[config.mk]
export PLATFORM = sky130hd
export DESIGN_NAME = wb_data_arbiter
export DESIGN_NICKNAME = d
export VERILOG_FILES = /design/src/rtl/wb_data_arbiter.sv
export SDC_FILE = /design/constraint.sdc
export NUM_CORES = 1
export LEC_CHECK = 0
export CAP_MARGIN = 10
export CORE_AREA = 4 4 122 124
export CTS_CLUSTER_DIAMETER = 100
export DETAILED_ROUTE_END_ITERATION = 12
export DIE_AREA = 0 0 126 128
export GPL_TIMING_DRIVEN = 0
export PLACE_DENSITY = 0.69
export SYNTH_ARGS = -nofsm -noshare
export SYNTH_HDL_FRONTEND = slang
export SYNTH_SLANG_ARGS = --single-unit
export TNS_END_PERCENT = 50
[constraint.sdc]
create_clock -name clk -period 1.81 [get_ports clk]
set_input_delay 0.362 -clock clk [delete_from_list [all_inputs] [get_ports clk]]
set_output_delay 0.362 -clock clk [all_outputs]
set_load 0.02 [all_outputs]
[src/rtl/wb_data_arbiter.sv]
// Two-master, one-slave arbiter for the pipelined Wishbone data-memory port.
// Master 0 is the memory-access stage, master 1 a secondary requester (debug/DMA).
module wb_data_arbiter #(
    parameter int ADDR_WIDTH      = 32,
    parameter int DATA_WIDTH      = 32,
    parameter int MAX_OUTSTANDING = 2,
    parameter int ROUND_ROBIN     = 1
) (
    input  logic                    clk,
    input  logic                    rstn,
    input  logic                    m0_cyc_i,
    input  logic                    m0_req_i,
    input  logic                    m0_we_i,
    input  logic [ADDR_WIDTH-1:0]   m0_addr_i,
    input  logic [DATA_WIDTH-1:0]   m0_wdata_i,
    input  logic [DATA_WIDTH/8-1:0] m0_be_i,
    output logic                    m0_ack_o,
    output logic                    m0_stall_o,
    output logic [DATA_WIDTH-1:0]   m0_rdata_o,
    input  logic                    m1_cyc_i,
    input  logic                    m1_req_i,
    input  logic                    m1_we_i,
    input  logic [ADDR_WIDTH-1:0]   m1_addr_i,
    input  logic [DATA_WIDTH-1:0]   m1_wdata_i,
    input  logic [DATA_WIDTH/8-1:0] m1_be_i,
    output logic                    m1_ack_o,
    output logic                    m1_stall_o,
    output logic [DATA_WIDTH-1:0]   m1_rdata_o,
    output logic                    s_cyc_o,
    output logic                    s_req_o,
    output logic                    s_we_o,
    output logic [ADDR_WIDTH-1:0]   s_addr_o,
    output logic [DATA_WIDTH-1:0]   s_wdata_o,
    output logic [DATA_WIDTH/8-1:0] s_be_o,
    input  logic                    s_ack_i,
    input  logic                    s_stall_i,
    input  logic [DATA_WIDTH-1:0]   s_rdata_i,
    output logic [1:0]              grant_o,
    output logic                    busy_o
);

    localparam int         BE_WIDTH = DATA_WIDTH / 8;
    localparam logic [2:0] MAX_CNT  = 3'(MAX_OUTSTANDING);

    typedef enum logic [1:0] {
        IDLE = 2'd0,
        GNT0 = 2'd1,
        GNT1 = 2'd2
    } state_t;

    state_t     state_q, state_d;
    logic [2:0] cnt_q, cnt_d;
    // last_q = 1'b1 means master 1 held the bus most recently
    logic       last_q, last_d;
    logic       accept_s;
    logic       ack_fwd_s;

    // Response data needs no muxing: only the acked master samples it.
    assign m0_rdata_o = s_rdata_i;
    assign m1_rdata_o = s_rdata_i;
    assign busy_o     = (cnt_q != 3'd0);

    // Request/response forwarding for the currently granted master
    always_comb begin
        s_cyc_o    = 1'b0;
        s_req_o    = 1'b0;
        s_we_o     = 1'b0;
        s_addr_o   = {ADDR_WIDTH{1'b0}};
        s_wdata_o  = {DATA_WIDTH{1'b0}};
        s_be_o     = {BE_WIDTH{1'b0}};
        m0_ack_o   = 1'b0;
        m1_ack_o   = 1'b0;
        m0_stall_o = 1'b1;
        m1_stall_o = 1'b1;
        grant_o    = 2'b00;
        case (state_q)
            GNT0: begin
                s_cyc_o    = m0_cyc_i;
                s_req_o    = m0_req_i && (cnt_q < MAX_CNT);
                s_we_o     = m0_we_i;
                s_addr_o   = m0_addr_i;
                s_wdata_o  = m0_wdata_i;
                s_be_o     = m0_be_i;
                m0_stall_o = s_stall_i || (cnt_q == MAX_CNT);
                m0_ack_o   = s_ack_i && (cnt_q != 3'd0);
                grant_o    = 2'b01;
            end
            GNT1: begin
                s_cyc_o    = m1_cyc_i;
                s_req_o    = m1_req_i && (cnt_q < MAX_CNT);
                s_we_o     = m1_we_i;
                s_addr_o   = m1_addr_i;
                s_wdata_o  = m1_wdata_i;
                s_be_o     = m1_be_i;
                m1_stall_o = s_stall_i || (cnt_q == MAX_CNT);
                m1_ack_o   = s_ack_i && (cnt_q != 3'd0);
                grant_o    = 2'b10;
            end
            default: begin
                grant_o = 2'b00;
            end
        endcase
    end

    assign accept_s  = s_req_o && !s_stall_i;
    assign ack_fwd_s = m0_ack_o || m1_ack_o;

    // Arbitration, release handling and outstanding-request tracking
    always_comb begin
        state_d = state_q;
        last_d  = last_q;
        if (accept_s && !ack_fwd_s) begin
            cnt_d = cnt_q + 3'd1;
        end else if (ack_fwd_s && !accept_s) begin
            cnt_d = cnt_q - 3'd1;
        end else begin
            cnt_d = cnt_q;
        end
        case (state_q)
            IDLE: begin
                cnt_d = 3'd0;
                if (m0_cyc_i && m1_cyc_i) begin
                    if ((ROUND_ROBIN != 0) && !last_q) begin
                        state_d = GNT1;
                    end else begin
                        state_d = GNT0;
                    end
                end else if (m0_cyc_i) begin
                    state_d = GNT0;
                end else if (m1_cyc_i) begin
                    state_d = GNT1;
                end else begin
                    state_d = IDLE;
                end
            end
            GNT0: begin
                if (!m0_cyc_i) begin
                    // Release with responses pending is an abort: force an IDLE cycle.
                    last_d = 1'b0;
                    cnt_d  = 3'd0;
                    if ((cnt_q == 3'd0) && m1_cyc_i) begin
                        state_d = GNT1;
                    end else begin
                        state_d = IDLE;
                    end
                end else begin
                    state_d = GNT0;
                end
            end
            GNT1: begin
                if (!m1_cyc_i) begin
                    last_d = 1'b1;
                    cnt_d  = 3'd0;
                    if ((cnt_q == 3'd0) && m0_cyc_i) begin
                        state_d = GNT0;
                    end else begin
                        state_d = IDLE;
                    end
                end else begin
                    state_d = GNT1;
                end
            end
            default: begin
                state_d = IDLE;
                cnt_d   = 3'd0;
            end
        endcase
    end

    // State, counter and last-grant registers
    always_ff @(posedge clk or negedge rstn) begin
        if (!rstn) begin
            state_q <= IDLE;
            cnt_q   <= 3'd0;
            last_q  <= 1'b1;
        end else begin
            state_q <= state_d;
            cnt_q   <= cnt_d;
            last_q  <= last_d;
        end
    end

endmodule

* Word level (Yosys, flattened, before mapping) *
Cells that the tools add are included.

operators by class
  $add $sub $neg = 2
  $lt $le $gt $ge = 1
  eq/ne operators = 5
  multiplexer cells = 28
  reductions and logical operators = 19

operators by type and width
  operator                                             number
  case mux 32 bit (2 select lines)                     2
  2-to-1 mux 2 bit                                     7
  2-to-1 mux 3 bit                                     4
  logical AND 1 bit                                    9
  case mux 1 bit (2 select lines)                      4
  case mux 4 bit (2 select lines)                      1
  2-to-1 mux 1 bit                                     7
  case mux 2 bit (3 select lines)                      1
  case mux 3 bit (2 select lines)                      1
  inequality test 2 bit (second input constant)        2
  case mux 2 bit (2 select lines)                      1
  adder 3 x 1 -> 3 bit (second input constant)         1
  == test 3 x 2 -> 1 bit (second input constant)       1
  logical NOT 1 bit                                    3
  logical NOT 3 bit                                    1
  < comparator 3 x 2 -> 1 bit (second input constant)  1
  AND reduction 3 bit                                  1
  nonzero test 3 bit                                   1
  subtractor 3 x 1 -> 3 bit (second input constant)    1
  == test 2 x 1 -> 1 bit (second input constant)       1
  == test 2 bit (second input constant)                1
  logical NOT 2 bit                                    1
  logical OR 1 bit                                     2
  nonzero test 2 bit                                   1

storage, ports and cells
  register bits after elaboration = 6
  bits of input ports = 178
  output and inout bits = 142

* Logic depth before layout (Yosys ltp) *
Gate-level depths: netlist of the first run.

  word-level depth = 10
  depth in mapped cells = 8

* Least setup slack after synthesis of the first run *
OpenSTA, ideal clock, no wires.

  kind = reg2out
  start point = register state_q[1]
  end point = output s_addr_o[16]
  arrival = 1.683 ns
  required time = 1.448 ns
  path slack = -0.235 ns
  cell stages (with the launch flop) = 7
  buffers on the path = 2
  path through = dfrtp_1 inv_1 ha_1 clkbuf_1 buf_1 a22oi_1 nor2b_1

on the way
  word-level cells in the longest chain between the ends = 2
  elaborated cells on any way between the ends = 3

RTL lines
  item                                                     line  text
  from (decl)                                              51    state_t state_q, state_d;
  from (signal assigned)                                   177   state_q <= state_d;
  == test 2 bit or == test 2 x 1 -> 1 bit (tied branches)  76    case (state_q)
  case mux 32 bit (2 select lines) *                       76
  to (decl)                                                32    output logic [ADDR_WIDTH-1:0] s_addr_o,

Mark *: on every way between the ends. The rest lies on a longest branch, timed or not.

* Worst setup path in the final report of the first run *
  start point = register state_q[0]
  end point = output s_wdata_o[26]

on the way
  word-level cells in the longest chain between the ends = 2
  elaborated cells on any way between the ends = 3

RTL lines
  item                                                     line  text
  == test 2 bit or == test 2 x 1 -> 1 bit (tied branches)  76
  case mux 32 bit (2 select lines) *                       76
  to (decl)                                                33    output logic [DATA_WIDTH-1:0] s_wdata_o,

Marks and branches as above.

==> results of run 1 <==
## cell type report
| class | count | area, um2 | share of cell area, % |
|---|---|---|---|
| timing repair buffer | 311 | 3100 | 47.8 |
| multi-input combinational | 191 | 1970 | 30.4 |
| buffer | 88 | 912 | 14.1 |
| tap | 180 | 225 | 3.48 |
| sequential | 6 | 155 | 2.40 |
| clock buffer | 4 | 78.8 | 1.22 |
| inverter | 8 | 35.0 | 0.541 |
## where the power goes
group / leakage [uW] / internal (uW) / switching [uW]
Sequential: 0.0000737 / 181 / 63.4
Combinational: 0.00246 / 4220 / 3370
Clock: 0.0000382 / 293 / 81.7
Total: 0.00257 / 4690 / 3520
## stage by stage
step | util [%] | power [uW] | worst slack (ns)
2_1_floorplan | - | 3350 | -0.0639
3_3_place_gp | 39.2 | 5520 | -1.23
3_5_place_dp | 39.2 | 5590 | -1.21
4_1_cts | 43.9 | 7480 | -0.275
5_1_grt | 47.0 | 8680 | -0.309
6_report | 47.0 | 8210 | -0.261
## state kept, by name, indices dropped and copies added, names as in the netlist
name     cells
last_q       1
state_q      2
cnt_q        3
## routing by layer
metal	vias up	wire [um]	track usage [%]
met5	-	0	0
met2	187	7740	30.2
li1	1603	-	-
met1	1563	4980	16.1
met3	17	1150	4.63
met4	0	218	3.22
## placed cells by master (no fill, tap or decap), types with 9 or more instances in the layout
cell,n
a22oi_1,20
a22oi_2,51
buf_12,9
buf_4,108
buf_6,48
clkbuf_16,11
clkdlybuf4s50_1,209
nor2b_1,16
nor2b_2,39
nor2b_4,15
## cells by family after synthesis
| logic type | synth area share (%) |
|---|---|
| buffers and inverters | 29.1 |
| DFF | 7.14 |
| muxes | 0.472 |
| adders and majority gates | 5.90 |
| AOI/OAI and AO/OA | 29.3 |
| and+or+nand+nor | 27.1 |
| xor gates and xnor gates | 1.06 |
## what timing repair did
item                                    CTS  global route
pin swaps                                 3             7
gates cloned                              4             2
endpoints found under the setup margin   82            79
hold endpoints to repair                  0             0
hold buffers                              0             0
gates resized for setup                 517            93
setup buffers                             9             9
## path summary, 6_finish.rpt
check / from / endpoint / slack (ns) / depth (start not counted)
max: state_q[0] / s_wdata_o[26] / -0.26 / 7
min: rstn / cnt_q[2] / 0.39 / 1
max reg2reg: state_q[0] / cnt_q[2] / -0.18 / 7
min reg2reg: last_q / last_q / 0.53 / 2
max in group asynchronous: rstn / last_q / 1.13 / 1
min in group clk: last_q / last_q / 0.53 / 2
==> run_results.csv, run 1 <==
group,metric,value,unit
yosys,avgSynthCellArea,7.19,um2
clock_network,tritoncts_num_sinks,6,
floorplan,rows,43,
yosys,postSynth.asyncResetShare,100,%
critical_path,start_kind,"flip-flop",
clock_network,h-tree-depth,1,
global_route,gr-total-overflow,0,
timing,rsz0062_at_grt,"true",
yosys,ys_seq_elements,6,
timing,hold_ws,0.386,ns
route,wirelength,14.1,mm
clock_network,cts_root_buf,"clkbuf_16",
final_layout,nets,797,
clock_network,clk_latency,0.23,ns
timing,relSlewSlack,79.4,%
yosys,synth_ff_type,"dfrtp_1",
global_route,grt_pass1_vias,3696,
run_status,status,"finished with violations",
critical_path,cp_slowest_cell,"dfrtp_2",
clock_network,clk_pin_slew,0.04,ns
placement,place_area,5400,um2
timing,slew_viol_final,0,
critical_path,cp_max_fo,5,
critical_path,path_buf_inv,5,
critical_path,crit_type,"flip-flop to output pin",
floorplan,dieArea,16100,um2
critical_path,required,1.45,ns
timing,setup_ws,-0.261,ns
critical_path,crit_top_cell,"clkbuf_16",
critical_path,slowest_delay,0.43,ns
global_route,antenna_found_initial,0,
yosys,ys_types,31,
route,remaining_drc_errors,0,
global_route,grt_max_degree,11,
final_layout,n_antenna_cell,0,
clock_network,clock_path_buffers,2,
critical_path,crit_chain,"inv_4, ha_4, buf_12, clkbuf_16, clkbuf_16, nor2b_4, buf_6",
power_and_ir_drop,ir_drop,0.622,mV
yosys,netlist.area_leader.share,25.1,%
yosys,synth.most_common_cell,"a22oi_1",
route,first_pass_iters,4,
placement,routabilityCongestion,0.876,
floorplan,die_w,126,um
yosys,ys_seq_area_share,7.14,%
route,drtIter0Drc,39,
yosys,synth_edf_count,0,
timing,tightest_slew,0.308,ns
critical_path,cp-end-kind,"output pin",
timing,post-route-period-util,114,%
timing,finalSetupViolCount,77,
timing,max_freq,483,MHz
route,ant_nets,0,
final_layout,drive_above_1_share,53.1,%
global_route,grt_use_total,15.4,%
yosys,synth.cell_area,2120,um2
route,vias_per_cell,4.28,
timing,finalClockSkew,0.00568,ns
yosys,yosys.area.top_type,"a22oi_1",
yosys,synth_commonest_cells,"a22oi_1, nor2b_1, buf_4, clkbuf_1, ha_1",
final_layout,fill_cells,1299,
clock_network,cts_buffers,3,
critical_path,critPathTopFamily,"buffers and inverters",
critical_path,critical_path_arrival,1.71,ns
timing,finalHoldViolations,0,
run_status,violations,"setup timing",
floorplan,die_y,128,um
yosys,synth_top_cells_by_area,"a22oi_1, buf_4, nor2b_1, dfrtp_1, ha_1",
final_layout,instances_no_fill,788,
floorplan,initial_core_util,15.4,%
run,maxCapViolCount,0,
floorplan,core,13800,um2
timing,period_needed,2.07,ns
timing,fin_setup_tns,-14.09,ns
clock_network,cts_tree,"yes",
global_route,grt_pass1_wl,19.9,mm
final_layout,design_area,6470,um2
min_path,worstHoldPathType,"input pin to asynchronous set/reset pin",
final_layout,area_growth,205,%
yosys,synth_nets,483,
yosys,yosysWarningCount,0,
floorplan,io_pins,320,
power_and_ir_drop,power.leakage,0.00257,uW
placement,place_inst,762,
power_and_ir_drop,powerDensity,1270,nW/um2
route,wl_per_cell,17.9,um
placement,dpl.hpwl,10.9,mm
route,routed-via-count,3370,
placement,port_buffers,287,
yosys,synthCells,295,
Power figures use the tool's default switching activity.
==> run 2: changes to the inputs <==
CTS_CLUSTER_DIAMETER = default   (was 100)
==> results of run 2 <==
The final DEF is identical to that of run 1; final timing and power are the same.
==> run 3: changes to the inputs <==
SKIP_CTS_REPAIR_TIMING = 1   (was default)
==> run 3 against run 2 <==
Against the previous run: the run still ends with setup timing left; flip-flop and latch count unchanged; core utilization fell by 5.0 points; clock-buffer cell count stayed put; global-route usage shrank 1.3 points; register-to-register slack hardly changed; critical path depth is 1 lower; power shrank 16%; first-iteration DRC count rose by 140%; cell area decreased by 11%; critical endpoint is now s_cyc_o; highest routed layer unchanged.
==> run_results.csv, run 3 (synthesis results as in run 1) <==
group,metric,value,unit
power_and_ir_drop,power.leakage,0.00241,uW
route,wirelength,13.5,mm
critical_path,crit_type,"flip-flop to output pin",
clock_network,cts_tree,"yes",
run_status,violations,"setup timing",
clock_network,clk_latency,0.23,ns
timing,slew_viol_final,0,
timing,period_needed,2.09,ns
global_route,grt_max_degree,11,
critical_path,required,1.45,ns
route,routed.top_layer,"met4",
route,wl_met1,4.77,mm
global_route,grt_pass1_vias,3517,
timing,relSlewSlack,72.4,%
critical_path,crit_start,"state_q[1]",
run,maxCapViolCount,0,
floorplan,rows,43,
route,wl_met3,1.21,mm
final_layout,largest_register_ffs,3,
final_layout,n_antenna_cell,0,
critical_path,cp-end-kind,"output pin",
final_layout,ff_latch_area,155,um2
clock_network,clk_pin_slew,0.04,ns
global_route,gr-total-overflow,0,
global_route,antenna_found_initial,0,
route,drtIter0Drc,93,
final_layout,top_regs,"cnt_q: 3 flops, state_q: 2 flops, last_q: 1 flops",
clock_network,h-tree-depth,1,
route,routed-via-count,3328,
route,first_pass_iters,4,
route,wl_met2,7.39,mm
power_and_ir_drop,ir_drop,0.666,mV
critical_path,start_kind,"flip-flop",
floorplan,die_y,128,um
floorplan,dieArea,16100,um2
clock_network,tritoncts_num_sinks,6,
timing,hold_ws,0.395,ns
placement,dpl.hpwl,10.9,mm
clock_network,cts_buffers,3,
route,ant_nets,0,
timing,tightest_slew,0.414,ns
run_status,status,"finished with violations",
critical_path,critical_path_arrival,1.73,ns
floorplan,core,13800,um2
timing,finalSetupViolCount,76,
final_layout,drive_above_1_share,44.8,%
critical_path,worstReg2RegStart,"state_q[0]",
route,wl_per_cell,17.4,um
timing,finalClockSkew,0.00622,ns
floorplan,initial_core_util,15.4,%
route,remaining_drc_errors,0,
timing,rsz0062_at_grt,"true",
floorplan,die_w,126,um
clock_network,clock_path_buffers,2,
global_route,grt_use_total,14.1,%
timing,post-route-period-util,116,%
placement,routabilityCongestion,0.876,
clock_network,cts_root_buf,"clkbuf_16",
final_layout,layout_commonest_cell,"clkdlybuf4s50_1",
global_route,grt_pass1_wl,18.4,mm
final_layout,layout_common_cells,"clkdlybuf4s50_1, buf_4, a22oi_1",
final_layout,instances_no_fill,772,
placement,port_buffers,287,
final_layout,fill_cells,1389,
power_and_ir_drop,powerDensity,1200,nW/um2
final_layout,largest_register,"cnt_q",
final_layout,multi_input_area,1710,um2
floorplan,io_pins,320,
placement,place_inst,762,
timing,finalHoldViolations,0,
timing,max_freq,478,MHz
critical_path,cp_max_fo,6,
final_layout,area_growth,173,%
final_layout,nets,781,
min_path,worstHoldPathType,"input pin to asynchronous set/reset pin",
route,vias_per_cell,4.31,
timing,setup_ws,-0.282,ns
## run 3: changes by cell type in the layout (fill, tap and decap cells not counted), moves of 4 or more
cell            delta
buf_6             -28
clkbuf_16          -5
dlymetal6s2s_1     +4
a22oi_1           +30
buf_2             +19
clkbuf_8           -6
a22oi_2           -30
buf_4              -6
clkbuf_2           +5
clkbuf_4           +4
## run 3: layout make-up
type	count	area share (%)
buffer	89	14.0
clock buffer	4	1.36
inverter	8	0.606
multi-input combinational	191	29.6
sequential	6	2.68
tap	180	3.90
timing repair buffer	294	47.9
## run 3: metal layers
metal | track usage [%] | vias up
li1 | - | 1572
met1 | 15.3 | 1557
met2 | 27.1 | 187
met3 | 3.92 | 12
met4 | 3.09 | 0
met5 | 0 | -
## run 3: metrics by stage
step	util (%)	cell area, um2	setup TNS (ns)	worst slack, ns	total power (uW)
floorplan	-	2300	-0.993	-0.0639	3350
global placement	39.2	5400	-62.19	-1.23	5520
detailed placement	39.2	5400	-64.70	-1.21	5590
CTS	39.8	5480	-83.59	-1.46	6000
global route	42.0	5780	-19.76	-0.322	7350
finish	42.0	5780	-15.11	-0.282	6940
## run 3: worst paths after layout
check / end / slack, ns / cells after the start
max in group asynchronous: last_q / 1.12 / 1
worst max-delay path: s_cyc_o / -0.28 / 6
min in group clk: last_q / 0.52 / 2
worst max register to register: cnt_q[2] / -0.17 / 7
worst min-delay path: cnt_q[0] / 0.40 / 1
worst min register to register: last_q / 0.52 / 2
## run 3: report_power, final
group	internal [uW]	switching, uW	total, uW
logic	3280	3040	6320
clock network	293	81.1	374
registers	181	58.6	240
total	3750	3180	6940
## run 3: worst max-delay path, cell delays in order (launching register included)
cell	delay, ns
dfrtp_2	0.45
buf_4	0.15
ha_2	0.22
a22oi_2	0.22
nand2b_1	0.21
inv_1	0.05
dlymetal6s2s_1	0.20
